`config.mk`:
```
export PLATFORM = sky130hd
export DESIGN_NAME = ccu_ar_arbiter
export DESIGN_NICKNAME = d
export VERILOG_FILES = /design/src/rtl/ccu_ar_arbiter.sv
export SDC_FILE = /design/constraint.sdc
export NUM_CORES = 1
export LEC_CHECK = 0
export CAP_MARGIN = 30
export CORE_AREA = 5 5 143 145
export CTS_CLUSTER_DIAMETER = 100
export DETAILED_ROUTE_END_ITERATION = 16
export DIE_AREA = 0 0 148 150
export SLEW_MARGIN = 20
export SYNTH_ARGS = -nofsm -noshare
export SYNTH_HDL_FRONTEND = slang
export SYNTH_SLANG_ARGS = --single-unit
```
`constraint.sdc`:
```
create_clock -name clk_i -period 2.2 [get_ports clk_i]
set_clock_uncertainty 0.1 [all_clocks]
set_input_delay 0.33 -clock clk_i [delete_from_list [all_inputs] [get_ports clk_i]]
set_output_delay 0.33 -clock clk_i [all_outputs]
set_load 0.02 [all_outputs]
```
`src/rtl/ccu_ar_arbiter.sv`:
```
// Round-robin AR arbiter for NumReq cores sharing one downstream AXI read port.
// One transaction in flight; R beats are routed back to the granted core only.
module ccu_ar_arbiter #(
    parameter int unsigned NumReq    = 2,
    parameter int unsigned IdWidth   = 4,
    parameter int unsigned AddrWidth = 64,
    parameter int unsigned DataWidth = 64,
    localparam int unsigned IdxW     = (NumReq > 1) ? $clog2(NumReq) : 1,
    localparam int unsigned OutIdW   = IdWidth + IdxW
) (
    input  logic                          clk_i,
    input  logic                          rst_i,
    // Upstream AR channels
    input  logic [NumReq-1:0]             req_ar_valid_i,
    output logic [NumReq-1:0]             req_ar_ready_o,
    input  logic [NumReq*AddrWidth-1:0]   req_ar_addr_i,
    input  logic [NumReq*IdWidth-1:0]     req_ar_id_i,
    input  logic [NumReq*8-1:0]           req_ar_len_i,
    // Downstream AR channel
    output logic                          mst_ar_valid_o,
    input  logic                          mst_ar_ready_i,
    output logic [AddrWidth-1:0]          mst_ar_addr_o,
    output logic [OutIdW-1:0]             mst_ar_id_o,
    output logic [7:0]                    mst_ar_len_o,
    // Downstream R channel
    input  logic                          mst_r_valid_i,
    output logic                          mst_r_ready_o,
    input  logic                          mst_r_last_i,
    input  logic [DataWidth-1:0]          mst_r_data_i,
    // Upstream R channels
    output logic [NumReq-1:0]             req_r_valid_o,
    input  logic [NumReq-1:0]             req_r_ready_i,
    output logic                          req_r_last_o,
    output logic [DataWidth-1:0]          req_r_data_o,
    output logic                          len_err_o
);

    localparam logic [1:0] ST_IDLE = 2'd0;
    localparam logic [1:0] ST_ADDR = 2'd1;
    localparam logic [1:0] ST_DATA = 2'd2;

    logic [1:0]           state_q, state_d;
    logic [IdxW-1:0]      rr_q, rr_d;
    logic [IdxW-1:0]      grant_q, grant_d;
    logic [AddrWidth-1:0] addr_q, addr_d;
    logic [IdWidth-1:0]   id_q, id_d;
    logic [7:0]           len_q, len_d;
    logic [7:0]           cnt_q, cnt_d;
    logic                 len_err_q, len_err_d;

    logic                 arb_found;
    logic [IdxW-1:0]      arb_idx;
    logic [IdxW:0]        cand_w;
    logic [AddrWidth-1:0] sel_addr;
    logic [IdWidth-1:0]   sel_id;
    logic [7:0]           sel_len;
    logic                 r_hs;

    // Round-robin search: first valid requester at rr_q, rr_q+1, ... modulo NumReq.
    always_comb begin
        arb_found = 1'b0;
        arb_idx   = '0;
        cand_w    = '0;
        for (int unsigned k = 0; k < NumReq; k++) begin
            cand_w = {1'b0, rr_q} + (IdxW+1)'(k);
            if (cand_w >= (IdxW+1)'(NumReq)) begin
                cand_w = cand_w - (IdxW+1)'(NumReq);
            end
            if (!arb_found && req_ar_valid_i[cand_w[IdxW-1:0]]) begin
                arb_found = 1'b1;
                arb_idx   = cand_w[IdxW-1:0];
            end
        end
    end

    always_comb begin
        sel_addr = '0;
        sel_id   = '0;
        sel_len  = '0;
        for (int unsigned i = 0; i < NumReq; i++) begin
            if (arb_idx == IdxW'(i)) begin
                sel_addr = req_ar_addr_i[i*AddrWidth +: AddrWidth];
                sel_id   = req_ar_id_i[i*IdWidth +: IdWidth];
                sel_len  = req_ar_len_i[i*8 +: 8];
            end
        end
    end

    assign r_hs = (state_q == ST_DATA) && mst_r_valid_i && req_r_ready_i[grant_q];

    always_comb begin
        state_d   = state_q;
        rr_d      = rr_q;
        grant_d   = grant_q;
        addr_d    = addr_q;
        id_d      = id_q;
        len_d     = len_q;
        cnt_d     = cnt_q;
        len_err_d = 1'b0;
        case (state_q)
            ST_IDLE: begin
                if (arb_found) begin
                    state_d = ST_ADDR;
                    grant_d = arb_idx;
                    addr_d  = sel_addr;
                    id_d    = sel_id;
                    len_d   = sel_len;
                    rr_d    = (arb_idx == IdxW'(NumReq - 1)) ? '0 : arb_idx + 1'b1;
                end
            end
            ST_ADDR: begin
                if (mst_ar_ready_i) begin
                    state_d = ST_DATA;
                    cnt_d   = len_q;
                end
            end
            ST_DATA: begin
                // A mismatched last still terminates; a surplus beat parks the counter at 0.
                if (r_hs) begin
                    if (mst_r_last_i) begin
                        state_d   = ST_IDLE;
                        len_err_d = (cnt_q != 8'd0);
                        cnt_d     = '0;
                    end else if (cnt_q == 8'd0) begin
                        len_err_d = 1'b1;
                    end else begin
                        cnt_d = cnt_q - 8'd1;
                    end
                end
            end
            default: state_d = ST_IDLE;
        endcase
    end

    always_ff @(posedge clk_i) begin
        if (rst_i) begin
            state_q   <= ST_IDLE;
            rr_q      <= '0;
            grant_q   <= '0;
            addr_q    <= '0;
            id_q      <= '0;
            len_q     <= '0;
            cnt_q     <= '0;
            len_err_q <= 1'b0;
        end else begin
            state_q   <= state_d;
            rr_q      <= rr_d;
            grant_q   <= grant_d;
            addr_q    <= addr_d;
            id_q      <= id_d;
            len_q     <= len_d;
            cnt_q     <= cnt_d;
            len_err_q <= len_err_d;
        end
    end

    // Handshake-bearing outputs are masked while rst_i is high so an abandoned
    // transaction can never complete a handshake or flag an error on its way out.
    always_comb begin
        req_ar_ready_o = '0;
        req_r_valid_o  = '0;
        for (int unsigned i = 0; i < NumReq; i++) begin
            req_ar_ready_o[i] = !rst_i && (state_q == ST_IDLE) && arb_found
                                && (arb_idx == IdxW'(i));
            req_r_valid_o[i]  = !rst_i && (state_q == ST_DATA) && mst_r_valid_i
                                && (grant_q == IdxW'(i));
        end
    end

    assign mst_ar_valid_o = !rst_i && (state_q == ST_ADDR);
    assign mst_ar_addr_o  = rst_i ? '0 : addr_q;
    assign mst_ar_id_o    = rst_i ? '0 : {grant_q, id_q};
    assign mst_ar_len_o   = rst_i ? '0 : len_q;
    assign mst_r_ready_o  = !rst_i && (state_q == ST_DATA) && req_r_ready_i[grant_q];
    assign req_r_data_o   = mst_r_data_i;
    assign req_r_last_o   = mst_r_last_i;
    assign len_err_o      = !rst_i && len_err_q;

endmodule

```
==> qor.csv <==
metric,value,unit
Worst path top cell family by delay,simple AND/OR/NAND/NOR gates,
gr usage total,14.0,%
share of layout cells above drive strength 1,8.93,%
Post-DRT Antenna Nets,0,
Max-slew headroom,62.6,%
# diodes,0,
CTS Hold Bufs,0,
Skew-Pair Late Insertion Delay,0.34,ns
die height,150,um
vias in the first global route,4424,
clock-pin slew on the worst setup and hold paths,0.06,ns
# setup viols final,0,
Routed WL,16.1,mm
PortBufs,245,
Synth Warn #,0,
CTS tree,yes,
"Hold Violations, Final",0,
"Max FO, Critical Path",7,
area grow syn2layout,59.8,%
slowest CP cell,dfxtp_2,
CTS sink cnt,89,
most frequent CP cell,nor2_1,
outcome,"finished, final reports clean",
CP required,1.77,ns
remaining global-route overflow,0,
pin count of the biggest net entering global routing,44,
Post-layout nets,916,
# Max-Cap Violations,0,
Top-Level Pins,374,
fmax,0.476,GHz
H-Tree Depth,3,
DR pass1 iterations,7,
Worst path max stage delay,0.39,ns
Syn Std Cell Area,4680,sq um
Initial Util,24.5,%
FP Rows,51,
core area,19100,sq um
CP cell instances,or2b_4 > nor2_1 > nand2_1 > nor2_1 > dlygate4sd2_1,
syn nets,731,
cell count after synthesis,504,
Bufs and invs on worst path,1,
die area,22200,sq um
CP endpoint kind,output port,
drt wl/cell,17.2,um
Detailed Route Iter0 Violations,181,
power density over cell area,653,nW/um^2
gpl congestion,0.798,
minimum clock period,2.10,ns
RSZ-0062 raised after global routing,true,
Main synth FF type,dfxtp_1,
asr flop ratio synth,0,%
Tcrit/Tclk final,95.5,%
DPL Wire Length,11.8,mm
Via density,4.62,
Worst EP arrival,1.67,ns
post-synthesis cell type count,46,
Root Driver,clkbuf_16,
"EDFF count, synth",0,
number of max-slew violations in the final report,0,
Slew @ Worst Pin,0.560,ns
DR DRC count,0,
Hold WC Path Type,in2reg,
initial antenna violation count,0,
Via Count,4306,
"Design Area, Final",7480,sq um
width of the chip,148,um
first-pass GRT wire length,24.6,mm
sequential share of the synthesized area,38.1,%
CTS buffer count,9,
Placed Area,7110,sq um
Peak VDD IR,398,uV
Setup crit start kind,register,
"FF+latch count, synth",89,
Crit Path Category,reg2out,
Leakage Power,2.86,nW
clock buffer depth,2,
"Avg Cell Area, Syn",9.29,sq um
Setup TNS Final,0,ns
final timing paths:
| kind | start | to | slack [ns] | cells past startpoint |
|---|---|---|---|---|
| hold reg to reg | cnt_q[7]$_SDFFE_PP0P_ | cnt_q[7]$_SDFFE_PP0P_ | 0.37 | 2 |
| hold / removal | rst_i | cnt_q[1]$_SDFFE_PP0P_ | 0.24 | 2 |
| setup / recovery | state_q[1]$_SDFFE_PP0P_ | req_r_valid_o[0] | 0.1 | 5 |
| setup reg to reg | cnt_q[0]$_SDFFE_PP0P_ | cnt_q[0]$_SDFFE_PP0P_ | 0.14 | 9 |
final cells by class:
cell class                      instances  area [sq um]
Clock buffer                           11           243
Clock inverter                          5           103
Fill cell                            1915         11600
Inverter                                6          22.5
Multi-Input combinational cell        307          2240
Sequential cell                        89          1780
Tap cell                              238           298
Timing Repair Buffer                  276          2790
Yosys cell counts (6+ instances only):
cell type  instances  area [sq um]
dfxtp_1           89          1780
nor2b_1           80           500
and2_1            65           407
buf_4             65           488
a221o_1           64           641
clkbuf_1          24          90.1
nor2_1            22          82.6
a222oi_1          12           120
a21oi_1            9          45.0
nand2_1            7          26.3
inv_1              6          22.5
nor3_1             6          30.0
cell families after synthesis:
logic type | synth area share [%]
multiplexers | 0.214
buffers and inverters | 14.8
adder cells (fa/ha/maj) | 0.534
AND/OR/NAND/NOR | 24.9
AO/OA/AOI/OAI | 21.5
flip-flops | 38.1
registers in the layout, indices dropped and copies added (netlist names):
signal	cells
state_q	2
addr_q	64
cnt_q	8
rr_q	1
len_q	8
id_q	4
len_err_q	1
grant_q	1
cells in the final DEF, fill, tap and decap left out, types with 2 or more instances in the layout:
cell type	instances
nor2_1	20
a221o_1	64
a32o_1	2
ha_2	2
a211oi_1	3
nor3_1	6
a222oi_1	12
a21oi_1	9
bufinv_16	3
a21o_1	2
clkdlybuf4s50_1	239
nand2_1	7
nor3b_1	2
inv_1	5
buf_12	9
and3_1	2
o21ai_1	2
nor2_2	2
dlygate4sd2_1	3
clkbuf_16	9
and2_1	65
nor2b_1	79
dfxtp_1	88
buf_4	24
o21ai_0	3
power breakdown:
| group | switching (mW) | internal [mW] | total (mW) |
|---|---|---|---|
| Combinational | 0.524 | 0.724 | 1.25 |
| Sequential | 0.0565 | 1.77 | 1.83 |
| Clock | 0.671 | 1.14 | 1.81 |
through the flow:
step / util [%] / setup WS (ns) / hold slack [ns] / cells / total power, mW
after floorplan: - / 0.163 / 0.340 / 504 / 2.60
final: 39.2 / 0.0986 / 0.237 / 932 / 4.89
after CTS: 39.1 / 0.00692 / 0.231 / 932 / 4.96
after global placement: 37.3 / 0.0568 / 0.362 / 915 / 3.11
after detailed placement: 37.3 / 0.0306 / 0.367 / 915 / 3.11
after global routing: 39.2 / -0.00263 / 0.250 / 932 / 5.14
timing repair:
| item | in CTS | in global routing |
|---|---|---|
| pin swaps | 1 | 2 |
| resized for setup | 4 | 10 |
| setup endpoints to repair | 4 | 11 |
| buffers inserted | 1 | 0 |
per-layer routing:
layer  share of wire [%]  up-vias  global-route usage (%)
li1                    -     2109                       -
met1                  41     1972                    16.6
met2                  47      188                    22.9
met3                 9.3       37                    5.75
met4                 2.7        0                    4.80
met5                   0        -                       0
Note: power is estimated with default switching activity, not from simulation.
